===== src/rtl/uart_ext_pkg.sv =====
// Shared constants and FSM state types for the uart_ext serial link.
// Both FSMs share one encoding so the debug state outputs read the same way.
package uart_ext_pkg;

   localparam logic [1:0] PAR_NONE = 2'b00;
   localparam logic [1:0] PAR_EVEN = 2'b01;
   localparam logic [1:0] PAR_ODD  = 2'b10;

   typedef enum logic [2:0] {RX_IDLE, RX_START, RX_DATA, RX_PARITY, RX_STOP} rx_state_t;
   typedef enum logic [2:0] {TX_IDLE, TX_START, TX_DATA, TX_PARITY, TX_STOP} tx_state_t;

   // Mode 11 is deliberately treated the same as PAR_NONE.
   function automatic logic par_en(input logic [1:0] mode);
      return (mode == PAR_EVEN) || (mode == PAR_ODD);
   endfunction

endpackage


===== src/rtl/uart_ext_fifo.sv =====
// Show-ahead FIFO with registered full/empty flags; the head reads as zero while empty.
// A read and a write in the same cycle on a full FIFO both take effect.
module uart_ext_fifo #(
   parameter int B = 8,
   parameter int W = 4
) (
   input  logic         i_clk,
   input  logic         i_reset,
   input  logic         i_wr,
   input  logic         i_rd,
   input  logic [B-1:0] i_data,
   output logic [B-1:0] o_data,
   output logic         o_full,
   output logic         o_empty
);

   localparam logic [W-1:0] ONE = 1;

   logic [B-1:0] r_mem [0:(1<<W)-1];
   logic [W-1:0] r_wp;
   logic [W-1:0] r_rp;
   logic         r_full;
   logic         r_empty;
   logic         w_push;
   logic         w_pop;

   assign w_pop  = i_rd & ~r_empty;
   assign w_push = i_wr & (~r_full | w_pop);

   always_ff @(posedge i_clk) begin
      if (w_push) r_mem[r_wp] <= i_data;
   end

   always_ff @(posedge i_clk) begin
      if (i_reset) begin
         r_wp    <= '0;
         r_rp    <= '0;
         r_full  <= 1'b0;
         r_empty <= 1'b1;
      end else begin
         if (w_push) r_wp <= r_wp + ONE;
         if (w_pop)  r_rp <= r_rp + ONE;
         if (w_push && !w_pop) begin
            r_empty <= 1'b0;
            r_full  <= ((r_wp + ONE) == r_rp);
         end else if (w_pop && !w_push) begin
            r_full  <= 1'b0;
            r_empty <= ((r_rp + ONE) == r_wp);
         end
      end
   end

   assign o_data  = r_empty ? '0 : r_mem[r_rp];
   assign o_full  = r_full;
   assign o_empty = r_empty;

endmodule


===== src/rtl/uart_ext.sv =====
// Full-duplex UART, 16x oversampling, run-time divisor, optional parity, 1/2 stop bits.
// Handshake: wr_uart pushes when tx_full=0, rd_uart pops the shown head when rx_empty=0.
module uart_ext
   import uart_ext_pkg::*;
#(
   parameter int DBIT     = 8,
   parameter int FIFO_W   = 4,
   parameter int DVSR_BIT = 16
) (
   input  logic                clk,
   input  logic                reset,
   input  logic [DVSR_BIT-1:0] dvsr,
   input  logic [1:0]          par_mode,
   input  logic                stop2,
   input  logic                wr_uart,
   input  logic [DBIT-1:0]     w_data,
   output logic                tx_full,
   output logic                tx_busy,
   output logic                tx,
   input  logic                rx,
   input  logic                rd_uart,
   output logic [DBIT-1:0]     r_data,
   output logic                r_perr,
   output logic                r_ferr,
   output logic                rx_empty,
   output logic                rx_ovr,
   input  logic                clr_ovr,
   output logic [2:0]          dbg_rx_state,
   output logic [2:0]          dbg_tx_state
);

   localparam int NB = $clog2(DBIT);
   localparam logic [NB-1:0]       ONE_N    = 1;
   localparam logic [NB-1:0]       LAST_BIT = NB'(DBIT - 1);
   localparam logic [DVSR_BIT-1:0] ONE_D    = 1;

   // ---------------- tick generator ----------------
   logic [DVSR_BIT-1:0] r_tick_cnt, r_dvsr_q;
   logic                w_tick;

   assign w_tick = (dvsr != '0) && (dvsr == r_dvsr_q) && (r_tick_cnt == dvsr - ONE_D);

   always_ff @(posedge clk) begin
      if (reset) begin
         r_tick_cnt <= '0;
         r_dvsr_q   <= '0;
      end else begin
         r_dvsr_q <= dvsr;
         if ((dvsr == '0) || (dvsr != r_dvsr_q) || (r_tick_cnt == dvsr - ONE_D)) r_tick_cnt <= '0;
         else r_tick_cnt <= r_tick_cnt + ONE_D;
      end
   end

   // ---------------- receiver ----------------
   rx_state_t       r_rx_state, w_rx_state_n;
   logic [4:0]      r_rx_s, w_rx_s_n;
   logic [NB-1:0]   r_rx_n, w_rx_n_n;
   logic [DBIT-1:0] r_rx_b, w_rx_b_n;
   logic [1:0]      r_rx_par, w_rx_par_n;
   logic            r_rx_pbit, w_rx_pbit_n, r_rx_stop2, w_rx_stop2_n;
   logic            r_rx_ferr, w_rx_ferr_n, r_rx_perr, w_rx_perr_n;
   logic            r_rx_done, w_rx_done_n, r_rx_ovr;
   logic            w_rx_full;
   logic [DBIT+1:0] w_rx_word;

   always_ff @(posedge clk) begin
      if (reset) begin
         r_rx_state <= RX_IDLE;
         r_rx_s     <= '0;
         r_rx_n     <= '0;
         r_rx_b     <= '0;
         r_rx_par   <= PAR_NONE;
         r_rx_pbit  <= 1'b0;
         r_rx_stop2 <= 1'b0;
         r_rx_ferr  <= 1'b0;
         r_rx_perr  <= 1'b0;
         r_rx_done  <= 1'b0;
      end else begin
         r_rx_state <= w_rx_state_n;
         r_rx_s     <= w_rx_s_n;
         r_rx_n     <= w_rx_n_n;
         r_rx_b     <= w_rx_b_n;
         r_rx_par   <= w_rx_par_n;
         r_rx_pbit  <= w_rx_pbit_n;
         r_rx_stop2 <= w_rx_stop2_n;
         r_rx_ferr  <= w_rx_ferr_n;
         r_rx_perr  <= w_rx_perr_n;
         r_rx_done  <= w_rx_done_n;
      end
   end

   always_comb begin
      w_rx_state_n = r_rx_state;
      w_rx_s_n     = r_rx_s;
      w_rx_n_n     = r_rx_n;
      w_rx_b_n     = r_rx_b;
      w_rx_par_n   = r_rx_par;
      w_rx_pbit_n  = r_rx_pbit;
      w_rx_stop2_n = r_rx_stop2;
      w_rx_ferr_n  = r_rx_ferr;
      w_rx_perr_n  = r_rx_perr;
      w_rx_done_n  = 1'b0;
      case (r_rx_state)
         RX_IDLE: if (!rx) begin
            w_rx_state_n = RX_START;
            w_rx_s_n     = '0;
            w_rx_par_n   = par_mode;
            w_rx_stop2_n = stop2;
            w_rx_ferr_n  = 1'b0;
         end
         RX_START: if (w_tick) begin
            if (r_rx_s == 5'd7) begin
               w_rx_s_n     = '0;
               w_rx_n_n     = '0;
               w_rx_state_n = rx ? RX_IDLE : RX_DATA;
            end else w_rx_s_n = r_rx_s + 5'd1;
         end
         RX_DATA: if (w_tick) begin
            if (r_rx_s == 5'd15) begin
               w_rx_s_n = '0;
               w_rx_b_n = {rx, r_rx_b[DBIT-1:1]};
               if (r_rx_n == LAST_BIT) begin
                  w_rx_n_n     = '0;
                  w_rx_state_n = par_en(r_rx_par) ? RX_PARITY : RX_STOP;
               end else w_rx_n_n = r_rx_n + ONE_N;
            end else w_rx_s_n = r_rx_s + 5'd1;
         end
         RX_PARITY: if (w_tick) begin
            if (r_rx_s == 5'd15) begin
               w_rx_s_n     = '0;
               w_rx_pbit_n  = rx;
               w_rx_state_n = RX_STOP;
            end else w_rx_s_n = r_rx_s + 5'd1;
         end
         RX_STOP: if (w_tick) begin
            if (r_rx_s == 5'd15) begin
               w_rx_s_n    = '0;
               w_rx_ferr_n = r_rx_ferr | ~rx;
               if (r_rx_stop2 && (r_rx_n == '0)) w_rx_n_n = ONE_N;
               else begin
                  w_rx_state_n = RX_IDLE;
                  w_rx_done_n  = 1'b1;
                  w_rx_perr_n  = par_en(r_rx_par) &&
                                 ((^r_rx_b ^ r_rx_pbit) != (r_rx_par == PAR_ODD));
               end
            end else w_rx_s_n = r_rx_s + 5'd1;
         end
         default: w_rx_state_n = RX_IDLE;
      endcase
   end

   // A word finishing into a full FIFO is dropped rather than displacing the head.
   always_ff @(posedge clk) begin
      if (reset) r_rx_ovr <= 1'b0;
      else if (r_rx_done && w_rx_full) r_rx_ovr <= 1'b1;
      else if (clr_ovr) r_rx_ovr <= 1'b0;
   end

   uart_ext_fifo #(.B(DBIT + 2), .W(FIFO_W)) u_rx_fifo (
      .i_clk(clk), .i_reset(reset),
      .i_wr(r_rx_done & ~w_rx_full), .i_rd(rd_uart),
      .i_data({r_rx_ferr, r_rx_perr, r_rx_b}),
      .o_data(w_rx_word), .o_full(w_rx_full), .o_empty(rx_empty)
   );

   assign r_data       = w_rx_word[DBIT-1:0];
   assign r_perr       = w_rx_word[DBIT];
   assign r_ferr       = w_rx_word[DBIT+1];
   assign rx_ovr       = r_rx_ovr;
   assign dbg_rx_state = r_rx_state;

   // ---------------- transmitter ----------------
   tx_state_t       r_tx_state, w_tx_state_n;
   logic [4:0]      r_tx_s, w_tx_s_n;
   logic [NB-1:0]   r_tx_n, w_tx_n_n;
   logic [DBIT-1:0] r_tx_b, w_tx_b_n;
   logic            r_tx_pbit, w_tx_pbit_n, r_tx_paren, w_tx_paren_n;
   logic            r_tx_stop2, w_tx_stop2_n, r_tx, w_tx_n;
   logic            w_tx_pop, w_tx_empty;
   logic [DBIT-1:0] w_tx_head;

   always_ff @(posedge clk) begin
      if (reset) begin
         r_tx_state <= TX_IDLE;
         r_tx_s     <= '0;
         r_tx_n     <= '0;
         r_tx_b     <= '0;
         r_tx_pbit  <= 1'b0;
         r_tx_paren <= 1'b0;
         r_tx_stop2 <= 1'b0;
         r_tx       <= 1'b1;
      end else begin
         r_tx_state <= w_tx_state_n;
         r_tx_s     <= w_tx_s_n;
         r_tx_n     <= w_tx_n_n;
         r_tx_b     <= w_tx_b_n;
         r_tx_pbit  <= w_tx_pbit_n;
         r_tx_paren <= w_tx_paren_n;
         r_tx_stop2 <= w_tx_stop2_n;
         r_tx       <= w_tx_n;
      end
   end

   always_comb begin
      w_tx_state_n = r_tx_state;
      w_tx_s_n     = r_tx_s;
      w_tx_n_n     = r_tx_n;
      w_tx_b_n     = r_tx_b;
      w_tx_pbit_n  = r_tx_pbit;
      w_tx_paren_n = r_tx_paren;
      w_tx_stop2_n = r_tx_stop2;
      w_tx_pop     = 1'b0;
      case (r_tx_state)
         TX_IDLE: if (!w_tx_empty && (dvsr != '0)) begin
            w_tx_state_n = TX_START;
            w_tx_s_n     = '0;
            w_tx_b_n     = w_tx_head;
            w_tx_pbit_n  = ^w_tx_head ^ (par_mode == PAR_ODD);
            w_tx_paren_n = par_en(par_mode);
            w_tx_stop2_n = stop2;
            w_tx_pop     = 1'b1;
         end
         TX_START: if (w_tick) begin
            if (r_tx_s == 5'd15) begin
               w_tx_s_n     = '0;
               w_tx_n_n     = '0;
               w_tx_state_n = TX_DATA;
            end else w_tx_s_n = r_tx_s + 5'd1;
         end
         TX_DATA: if (w_tick) begin
            if (r_tx_s == 5'd15) begin
               w_tx_s_n = '0;
               w_tx_b_n = r_tx_b >> 1;
               if (r_tx_n == LAST_BIT) w_tx_state_n = r_tx_paren ? TX_PARITY : TX_STOP;
               else w_tx_n_n = r_tx_n + ONE_N;
            end else w_tx_s_n = r_tx_s + 5'd1;
         end
         TX_PARITY: if (w_tick) begin
            if (r_tx_s == 5'd15) begin
               w_tx_s_n     = '0;
               w_tx_state_n = TX_STOP;
            end else w_tx_s_n = r_tx_s + 5'd1;
         end
         TX_STOP: if (w_tick) begin
            if (r_tx_s == (r_tx_stop2 ? 5'd31 : 5'd15)) w_tx_state_n = TX_IDLE;
            else w_tx_s_n = r_tx_s + 5'd1;
         end
         default: w_tx_state_n = TX_IDLE;
      endcase
      // Line level is registered from the next state so the pin never glitches.
      case (w_tx_state_n)
         TX_START:  w_tx_n = 1'b0;
         TX_DATA:   w_tx_n = w_tx_b_n[0];
         TX_PARITY: w_tx_n = w_tx_pbit_n;
         default:   w_tx_n = 1'b1;
      endcase
   end

   uart_ext_fifo #(.B(DBIT), .W(FIFO_W)) u_tx_fifo (
      .i_clk(clk), .i_reset(reset),
      .i_wr(wr_uart), .i_rd(w_tx_pop), .i_data(w_data),
      .o_data(w_tx_head), .o_full(tx_full), .o_empty(w_tx_empty)
   );

   assign tx           = r_tx;
   assign tx_busy      = (r_tx_state != TX_IDLE) | ~w_tx_empty;
   assign dbg_tx_state = r_tx_state;

endmodule


===== config.mk =====
export PLATFORM = sky130hd
export DESIGN_NAME = uart_ext
export DESIGN_NICKNAME = d
export VERILOG_FILES = /design/src/rtl/uart_ext_pkg.sv /design/src/rtl/uart_ext_fifo.sv /design/src/rtl/uart_ext.sv
export SDC_FILE = /design/constraint.sdc
export NUM_CORES = 1
export LEC_CHECK = 0
export CORE_UTILIZATION = 45
export DETAILED_ROUTE_END_ITERATION = 6
export DONT_BUFFER_PORTS = 1
export GPL_ROUTABILITY_DRIVEN = 0
export GPL_TIMING_DRIVEN = 0
export PLACE_DENSITY_LB_ADDON = 0.3
export SLEW_MARGIN = 0
export SYNTH_ARGS = -nofsm -noshare
export SYNTH_HDL_FRONTEND = slang
export SYNTH_HIERARCHICAL = 1
export SYNTH_SLANG_ARGS = --single-unit

===== constraint.sdc =====
create_clock -name clk -period 5.2 [get_ports clk]
set_clock_uncertainty 0.2 [all_clocks]
set_input_delay 0.78 -clock clk [delete_from_list [all_inputs] [get_ports clk]]
set_output_delay 0.78 -clock clk [all_outputs]
set_load 0.05 [all_outputs]

==> results of run 1 <==
[report_power, final]
group / leakage, nW / internal, mW / switching (mW) / total (mW)
Clock: 0.673 / 1.71 / 1.23 / 2.94
Sequential: 3.91 / 3.42 / 0.0420 / 3.46
Combinational: 2.05 / 0.127 / 0.208 / 0.335
Total: 6.63 / 5.26 / 1.48 / 6.73
[logic make-up after synthesis]
family                   count (synthesis)
XOR/XNOR                                97
AO/OA/AOI/OAI                          167
adder cells (fa/ha/maj)                 27
buffers and inverters                   95
multiplexers                           110
flip-flops                             398
AND/OR/NAND/NOR                        388
[routing by layer]
layer	wire length (um)	global-route usage	share of wire
met5	0	0	0
met1	16100	0.257	0.42
met3	2360	0.0429	0.063
met2	18600	0.330	0.49
met4	769	0.0512	0.020
[synth_stat cells (3+ instances only)]
library cell / number
a211oi_1: 5
a21o_1: 4
a21oi_1: 49
a22oi_1: 13
a311oi_1: 4
a31oi_1: 7
a32oi_1: 8
and2_1: 3
and3_1: 9
and4_1: 3
buf_2: 15
buf_4: 6
buf_6: 10
clkbuf_1: 29
dfxtp_1: 110
edfxtp_1: 288
ha_1: 27
inv_1: 32
mux2i_1: 54
mux4_2: 55
nand2_1: 68
nand2b_1: 14
nand3_1: 59
nand3b_1: 15
nand4_1: 24
nor2_1: 93
nor2_2: 3
nor2b_1: 25
nor3_1: 27
nor3b_1: 3
nor4_1: 9
o2111ai_1: 6
o211ai_1: 13
o21a_1: 3
o21ai_0: 23
o22ai_1: 10
or2_2: 6
or3_1: 5
or4_1: 5
xnor2_1: 57
xor2_1: 38
[per-stage QoR]
| step | worst slack, ns | total power, mW | instances | utilization | hold WS [ns] |
|---|---|---|---|---|---|
| global placement | -0.391 | 3.85 | 1793 | 0.478 | 0.251 |
| CTS | 0.121 | 6.80 | 1875 | 0.515 | 0.0871 |
| detailed placement | -0.494 | 3.86 | 1797 | 0.479 | 0.267 |
| floorplan | 0.949 | 3.78 | 1282 | - | 0.236 |
| global route | 0.124 | 6.96 | 1875 | 0.516 | 0.0882 |
| finish | 0.462 | 6.73 | 1875 | 0.516 | 0.116 |
[path summary, 6_finish.rpt]
path                                      start                     to  slack, ns  depth (start not counted)
worst max-delay path                    dvsr[0]  u_tx_fifo/r_mem[4][2]       0.46                         15
worst min-delay path                  w_data[4]  u_tx_fifo/r_mem[5][4]       0.12                          0
worst max register to register  dbg_tx_state[0]  u_tx_fifo/r_mem[4][2]       0.74                         10
worst min register to register        r_tx_n[2]              r_tx_n[2]       0.27                          2
[final cells by class]
class	count	area [um^2]
buffer	63	364
clock buffer	59	1200
clock inverter	19	169
fill	3276	18400
inverter	32	120
multi-input combinational	789	6230
sequential	398	10900
tap	511	639
timing repair buffer	4	45.0
[sequential cells by signal, indices dropped and copies added, names as in the netlist, 3 cells and up, named ones only]
register	flops
r_tx_n	3
r_tick_cnt	16
r_rx_b	8
r_dvsr_q	16
r_tx_b	8
r_tx_s	5
u_tx_fifo/r_mem	128
r_rx_s	5
dbg_rx_state	3
r_rx_n	3
u_rx_fifo/r_mem	160
u_rx_fifo/r_wp	4
u_tx_fifo/r_wp	4
u_rx_fifo/r_rp	4
u_tx_fifo/r_rp	4
dbg_tx_state	3
[worst max-delay path: stages]
cell	delay [ns]
clkbuf_1	0.27
inv_1	0.10
ha_1	0.21
clkbuf_1	0.22
nand4_1	0.20
o31ai_1	0.14
nor2_1	0.14
nand2_1	0.20
inv_1	0.17
clkbuf_1	0.46
nor2b_4	0.33
inv_1	0.14
a21oi_2	0.34
nand2_1	0.22
nor2_1	0.78
[layout by cell type, fill, tap and decap left out, types with 6 or more instances in the layout]
cell type	instances
ha_1	27
and3_1	9
a21oi_1	49
clkbuf_8	6
nor4_1	9
xnor2_1	57
o21ai_0	23
inv_1	32
edfxtp_1	288
o22ai_1	10
a31oi_1	7
nor3_2	7
nand3b_1	15
or2_2	6
clkbuf_16	43
buf_6	14
nand2_1	68
nand4_1	24
nor3_1	20
a32oi_1	8
a22oi_1	13
o2111ai_1	6
mux4_2	55
mux2i_1	54
o211ai_1	13
nor2b_1	25
buf_4	6
clkbuf_1	39
nand3_1	59
dfxtp_1	110
xor2_1	38
buf_2	15
nand2b_1	14
clkinv_2	9
nor2_1	93
[timing repair]
item	4_1_cts	5_1_grt
setup endpoints to repair	0	16
hold buffers	0	0
resized for setup	0	2
==> impl_metrics.env, run 1 <==
export IMPL_syn_inst=1282
export IMPL_path_class="input port to flop"
export IMPL_min_period_ns=4.74
export IMPL_rsz0062_at_grt="false"
export IMPL_die_area_um2=39700
export IMPL_tightest_slew_ns=1.32
export IMPL_gr_usage_all_layers=0.196
export IMPL_cts_buffer_depth=3
export IMPL_port_buffers=0
export IMPL_layout_nets=1390
export IMPL_placed_cell_area_um2=18200
export IMPL_fp_dieW_um=199
export IMPL_grt_pass1_vias=10419
export IMPL_antenna_left=0
export IMPL_htree_num_levels=2
export IMPL_yosysTopAreaCell="edfxtp_1"
export IMPL_cp_required_ns=5.18
export IMPL_firstDrtPassIters=5
export IMPL_drtIter0Drc=694
export IMPL_yosys_warnings=6
export IMPL_syn_area_um2=17500
export IMPL_wirelength_um=37800
export IMPL_min_period_over_period=0.911
export IMPL_syn_nets=1342
export IMPL_status="complete, no violations"
export IMPL_clkSinkCount=398
export IMPL_drv_cap=0
export IMPL_setup_viol=0
export IMPL_grt_overflow=0
export IMPL_async_flop_share=0
export IMPL_synth_compound_area_frac=0.0661
export IMPL_leakagePower_nw=6.63
export IMPL_fin_area_um2=19600
export IMPL_synth_main_ff_cell="edfxtp_1"
export IMPL_core_area_um2=38000
export IMPL_synth_top_area_share=0.493
export IMPL_hpwlAfterDp_um=26000
export IMPL_cp_data_arrival_time_ns=4.71
export IMPL_grt_pass1_wl_um=59300
export IMPL_placementRows=71
export IMPL_synth_edff_count=288
export IMPL_final_max_slew_viol_count=0
export IMPL_avgSynthCellArea_um2=13.7
export IMPL_crit_path_max_fanout=10
export IMPL_synthXorXnorAreaFrac=0.0493
export IMPL_synth_cell_types=74
export IMPL_yosysSeqAreaShare=0.619
export IMPL_drive_above_1_share=0.140
export IMPL_routedWlPerCell_um=20.2
export IMPL_synth_fa_ha_area_frac=0.0193
export IMPL_area_delta_synth_final_pct=11.9
export IMPL_drc_errors=0
export IMPL_p_per_area_nw_per_um2=343
export IMPL_muxShareOfSynthArea=0.102
export IMPL_hold_viol=0
export IMPL_synth_simple_area_share=0.116
export IMPL_finalSetupTns_ns=0
export IMPL_slew_headroom=0.131
export IMPL_cts_tree="yes"
export IMPL_vias_per_cell=5.61
export IMPL_holdCritPathClass="input port to flop"
export IMPL_grt_max_degree=20
export IMPL_vdd_drop_max_uv=547
export IMPL_ys_top_cells_by_area="edfxtp_1, dfxtp_1, mux4_2"
export IMPL_synth_top_family_by_area="simple AND/OR/NAND/NOR gates"
export IMPL_num_vias=10520
export IMPL_end_kind="flop"
export IMPL_cts_setup_buffers=0
export IMPL_cts_root_buffer="clkbuf_16"
export IMPL_diodes=0
export IMPL_tritoncts_num_buffers=42
export IMPL_path_clk_slew_ns=0.06
export IMPL_yosys_register_bits=398
export IMPL_fmax_ghz=0.211
export IMPL_start_util=0.461
export IMPL_startpoint_type="input port"
export IMPL_antenna_found_initial=0
export IMPL_io_pins=54
export IMPL_insertion_delay_ns=0.56
export IMPL_die_h_um=199
(Power assumes the default switching activity.)
==> run 2, diff against run 1 <==
--- a/config.mk
+++ b/config.mk
@@ -5,6 +5,7 @@
 export SDC_FILE = /design/constraint.sdc
 export NUM_CORES = 1
 export LEC_CHECK = 0
+export CORE_ASPECT_RATIO = 0.9
 export CORE_UTILIZATION = 45
 export DETAILED_ROUTE_END_ITERATION = 6
 export DONT_BUFFER_PORTS = 1
==> impl_metrics.env, run 2 (synthesis gave the netlist of run 1 again) <==
export IMPL_multiInputGateArea_um2=6230
export IMPL_min_period_ns=4.70
export IMPL_setup_viol=0
export IMPL_drtIter0Drc=886
export IMPL_rsz0062_at_grt="false"
export IMPL_ff2ff_setup_slack_ns=0.80
export IMPL_cts_setup_buffers=0
export IMPL_holdWs_ns=0.114
export IMPL_num_vias=10677
export IMPL_antenna_left=0
export IMPL_path_buf_inv=6
export IMPL_leakagePower_nw=6.58
export IMPL_cp_data_arrival_time_ns=4.68
export IMPL_status="complete, no violations"
export IMPL_tritoncts_num_buffers=42
export IMPL_most_common_layout_cells="edfxtp_1, dfxtp_1, nor2_1"
export IMPL_vias_per_cell=5.67
export IMPL_r2r_end="u_tx_fifo/r_mem[6][6]"
export IMPL_grt_pass1_wl_um=59600
export IMPL_die_area_um2=39700
export IMPL_port_buffers=0
export IMPL_cp_required_ns=5.18
export IMPL_gr_usage_all_layers=0.195
export IMPL_diodes=0
export IMPL_cts_buffer_depth=3
export IMPL_crit_path_max_fanout=10
export IMPL_io_pins=54
export IMPL_top_regs="u_rx_fifo/r_mem (160), u_tx_fifo/r_mem (128)"
export IMPL_drc_errors=0
export IMPL_grt_pass1_vias=10494
export IMPL_path_clk_slew_ns=0.06
export IMPL_top_register="u_rx_fifo/r_mem"
export IMPL_fmax_ghz=0.213
export IMPL_largest_register_ffs=160
export IMPL_insertion_delay_ns=0.56
export IMPL_core_area_um2=38400
export IMPL_fill_cells=3220
export IMPL_cp_startpoint="dvsr[0]"
export IMPL_path_class="input port to flop"
export IMPL_worstSetupEndpoint="u_tx_fifo/r_mem[6][6]"
export IMPL_r2r_start="dbg_tx_state[0]"
export IMPL_worst_path_max_delay_cell="nor2_1"
export IMPL_placementRows=68
export IMPL_final_common_cell="edfxtp_1"
export IMPL_drive_above_1_share=0.132
export IMPL_layout_nets=1386
export IMPL_hpwlAfterDp_um=25500
export IMPL_holdCritPathClass="input port to flop"
export IMPL_regArea_um2=10900
export IMPL_p_per_area_nw_per_um2=341
export IMPL_startpoint_type="input port"
export IMPL_cts_root_buffer="clkbuf_16"
export IMPL_min_period_over_period=0.904
export IMPL_fp_dieW_um=210
export IMPL_vdd_drop_max_uv=278
export IMPL_max_stage_delay_ns=0.76
export IMPL_holdBufCountCts=0
export IMPL_area_delta_synth_final_pct=11.5
export IMPL_firstDrtPassIters=5
export IMPL_slew_headroom=0.137
export IMPL_rr_worst_depth=10
export IMPL_cp_cell_sequence="clkbuf_1 -> inv_1 -> ha_1 -> clkbuf_1 -> nand4_1 -> o31ai_1 -> nor2_1 -> nand2_1 -> inv_1 -> clkbuf_1 -> nor2b_4 -> inv_1 -> a21oi_2 -> nand2_1 -> nor2_1"
export IMPL_cts_tree="yes"
export IMPL_wirelength_um=37900
export IMPL_final_max_slew_viol_count=0
export IMPL_end_kind="flop"
export IMPL_htree_num_levels=2
export IMPL_antenna_found_initial=2
export IMPL_grt_overflow=0
export IMPL_path_depth=15
export IMPL_routedWlPerCell_um=20.1
export IMPL_start_util=0.457
export IMPL_drv_cap=0
export IMPL_crit_family="simple AND/OR/NAND/NOR gates"
export IMPL_die_h_um=189
export IMPL_finalPower_mw=6.65
export IMPL_clkSinkCount=398
export IMPL_tightest_slew_ns=1.31
export IMPL_hold_viol=0
export IMPL_grt_max_degree=20
run 2: metrics by stage:
stage               cell area [um^2]  std cells   util  TNS, ns  worst slack [ns]
floorplan                      17500       1282      -        0             0.949
global placement               18200       1807  0.474    -6.99            -0.339
detailed placement             18200       1807  0.474    -8.21            -0.446
CTS                            19500       1884  0.509        0             0.132
global route                   19500       1884  0.509        0             0.200
finish                         19500       1884  0.509        0             0.498
run 2: cell type report:
cell class,count,share of cell area
plain buffers,63,0.0186
multi-input cells,789,0.319
well taps,525,0.0336
flip-flops and latches,398,0.555
clock inverters,26,0.0102
inverters,32,0.00615
clock buffers,51,0.0576
run 2: worst min-delay path by stage:
stage	cells past startpoint	from	endpoint
global route	0	w_data[3]	u_tx_fifo/r_mem[14][3]
detailed placement	2	r_rx_par[0]	r_rx_par[0]
finish	0	w_data[0]	u_tx_fifo/r_mem[6][0]
CTS	0	w_data[7]	u_tx_fifo/r_mem[6][7]
global placement	2	r_rx_par[0]	r_rx_par[0]
floorplan	2	r_rx_par[0]	r_rx_par[0]
run 2: repair_timing:
action | CTS | global route
endpoints found under the setup margin | 0 | 16
endpoints found under the hold margin | 0 | 0
resized for setup | 0 | 2
run 2: routing by layer:
layer,track usage,wire [um]
met1,0.267,16900
met2,0.314,18000
met3,0.0395,2160
met4,0.0576,779
met5,0,27
run 2: where the power goes:
| group | internal [mW] | switching [mW] | leakage, nW |
|---|---|---|---|
| Combinational | 0.127 | 0.205 | 2.03 |
| Clock | 1.65 | 1.21 | 0.644 |
| Sequential | 3.42 | 0.0417 | 3.91 |
| Total | 5.19 | 1.46 | 6.58 |
==> run 3, diff against run 2 <==
--- a/config.mk
+++ b/config.mk
@@ -11,7 +11,6 @@
 export DONT_BUFFER_PORTS = 1
 export GPL_ROUTABILITY_DRIVEN = 0
 export GPL_TIMING_DRIVEN = 0
-export PLACE_DENSITY_LB_ADDON = 0.3
 export SLEW_MARGIN = 0
 export SYNTH_ARGS = -nofsm -noshare
 export SYNTH_HDL_FRONTEND = slang
==> impl_metrics.env, run 3 (synthesis gave the netlist of run 1 again) <==
export IMPL_status="complete, no violations"
export IMPL_fp_dieW_um=210
export IMPL_top_register="u_rx_fifo/r_mem"
export IMPL_placementRows=68
export IMPL_grt_max_degree=20
export IMPL_drv_cap=0
export IMPL_insertion_delay_ns=0.54
export IMPL_firstDrtPassIters=5
export IMPL_diodes=0
export IMPL_top_regs="u_rx_fifo/r_mem (160), u_tx_fifo/r_mem (128)"
export IMPL_io_pins=54
export IMPL_netSwitchingFraction=0.218
export IMPL_htree_num_levels=2
export IMPL_drc_errors=0
export IMPL_cts_root_buffer="clkbuf_16"
export IMPL_final_common_cell="edfxtp_1"
export IMPL_start_util=0.457
export IMPL_sequentialPowerShare=0.525
export IMPL_min_period_over_period=0.897
export IMPL_crit_path_max_fanout=10
export IMPL_p_per_area_nw_per_um2=338
export IMPL_tritoncts_num_buffers=42
export IMPL_end_kind="flop"
export IMPL_final_max_slew_viol_count=0
export IMPL_wirelength_um=38100
export IMPL_cp_data_arrival_time_ns=4.61
export IMPL_vdd_drop_max_uv=276
export IMPL_path_class="input port to flop"
export IMPL_grt_util_met3=0.0358
export IMPL_rsz0062_at_grt="false"
export IMPL_antenna_found_initial=0
export IMPL_grt_overflow=0
export IMPL_cp_required_ns=5.15
export IMPL_grt_use_met2=0.326
export IMPL_grt_pass1_vias=10611
export IMPL_holdBufCountCts=0
export IMPL_combinationalPowerShare=0.051
export IMPL_most_common_layout_cells="edfxtp_1, dfxtp_1, nor2_1"
export IMPL_placed_cell_area_um2=18200
export IMPL_vias_per_cell=5.58
export IMPL_cts_resized=0
export IMPL_routedWlPerCell_um=20.2
export IMPL_hpwlAfterDp_um=26300
export IMPL_grt_pass1_wl_um=60000
export IMPL_num_vias=10533
export IMPL_fmax_ghz=0.214
export IMPL_die_h_um=189
export IMPL_port_buffers=0
export IMPL_die_area_um2=39700
export IMPL_gr_usage_all_layers=0.195
export IMPL_slew_headroom=0.0625
export IMPL_hold_viol=0
export IMPL_grt_busiest_layer="met2"
export IMPL_holdCritPathClass="input port to flop"
export IMPL_largest_register_ffs=160
export IMPL_antenna_left=0
export IMPL_cts_buffer_depth=3
export IMPL_fin_cells=1887
export IMPL_placed_cells=1811
export IMPL_path_clk_slew_ns=0.07
export IMPL_cts_setup_buffers=0
export IMPL_core_area_um2=38400
export IMPL_fill_cells=3309
export IMPL_tightest_slew_ns=1.40
export IMPL_drive_above_1_share=0.134
export IMPL_clkSinkCount=398
export IMPL_startpoint_type="input port"
export IMPL_met1_usage=0.261
export IMPL_leakagePower_nw=6.58
export IMPL_p_sw_mw=1.44
export IMPL_min_period_ns=4.66
export IMPL_setup_viol=0
export IMPL_clockPowerShare=0.424
export IMPL_fin_area_um2=19500
export IMPL_p_int_mw=5.15
export IMPL_area_delta_synth_final_pct=11.5
export IMPL_drtIter0Drc=645
export IMPL_layout_nets=1390
export IMPL_cts_tree="yes"
[run 3: cell types whose count changed in the layout (fill, tap and decap cells not counted)]
| cell | previous run | this run |
|---|---|---|
| buf_6 | 10 | 14 |
| bufinv_16 | 2 | 1 |
| clkbuf_1 | 35 | 40 |
| clkbuf_8 | 2 | 3 |
| clkinv_1 | 14 | 9 |
| clkinv_2 | 4 | 6 |
| clkinv_4 | 1 | 0 |
| clkinv_8 | 2 | 0 |
| clkinvlp_4 | 1 | 2 |
| inv_6 | 2 | 1 |
[run 3: metal layers]
| metal | wire [um] | vias to the layer above |
|---|---|---|
| li1 | - | 4955 |
| met1 | 17000 | 5273 |
| met2 | 18300 | 239 |
| met3 | 1900 | 66 |
| met4 | 950 | 0 |
| met5 | 0 | - |
[run 3: layout make-up]
class                           count  area [um^2]  share of cell area
Clock inverter                     19          118             0.00602
Tap cell                          525          657              0.0336
Inverter                           32          120             0.00615
Sequential cell                   398        10900               0.555
Timing Repair Buffer                4         45.0             0.00231
Multi-Input combinational cell    789         6230               0.319
Buffer                             63          364              0.0186
Clock buffer                       57         1160              0.0593
[run 3: final timing paths]
| check | startpoint | endpoint | slack, ns | cells after the start |
|---|---|---|---|---|
| setup reg to reg | dbg_tx_state[0] | u_tx_fifo/r_mem[6][2] | 0.75 | 10 |
| hold / removal | reset | dbg_tx_state[0] | 0.14 | 1 |
| hold reg to reg | r_rx_done | rx_ovr | 0.26 | 2 |
| setup / recovery | dvsr[0] | u_tx_fifo/r_mem[6][2] | 0.54 | 15 |
[run 3: stage by stage]
stage	power [mW]	TNS, ns	utilization	setup WS (ns)	hold slack, ns
after floorplan	3.78	0	-	0.949	0.236
after global placement	3.86	-10.79	0.474	-0.424	0.249
after detailed placement	3.86	-10.28	0.476	-0.433	0.253
after CTS	6.66	0	0.509	0.120	0.117
after global routing	6.82	0	0.509	0.151	0.114
final	6.59	0	0.509	0.537	0.138
[run 3: power by group through the flow]
stage          logic (mW)  clock network, mW  registers [mW]
2_1_floorplan       0.257                  0            3.52
3_3_place_gp        0.329                  0            3.53
3_5_place_dp        0.333                  0            3.53
4_1_cts             0.335               2.87            3.46
5_1_grt             0.373               2.98            3.47
6_report            0.335               2.80            3.46
[run 3: worst max-delay path: stages]
cell      delay, ns
clkbuf_1       0.30
inv_1          0.11
ha_1           0.21
clkbuf_1       0.21
nand4_1        0.17
o31ai_1        0.12
nor2_1         0.14
nand2_1        0.19
inv_1          0.16
clkbuf_1       0.44
nor2b_4        0.31
inv_1          0.15
a21oi_2        0.35
nand2_1        0.21
nor2_1         0.75
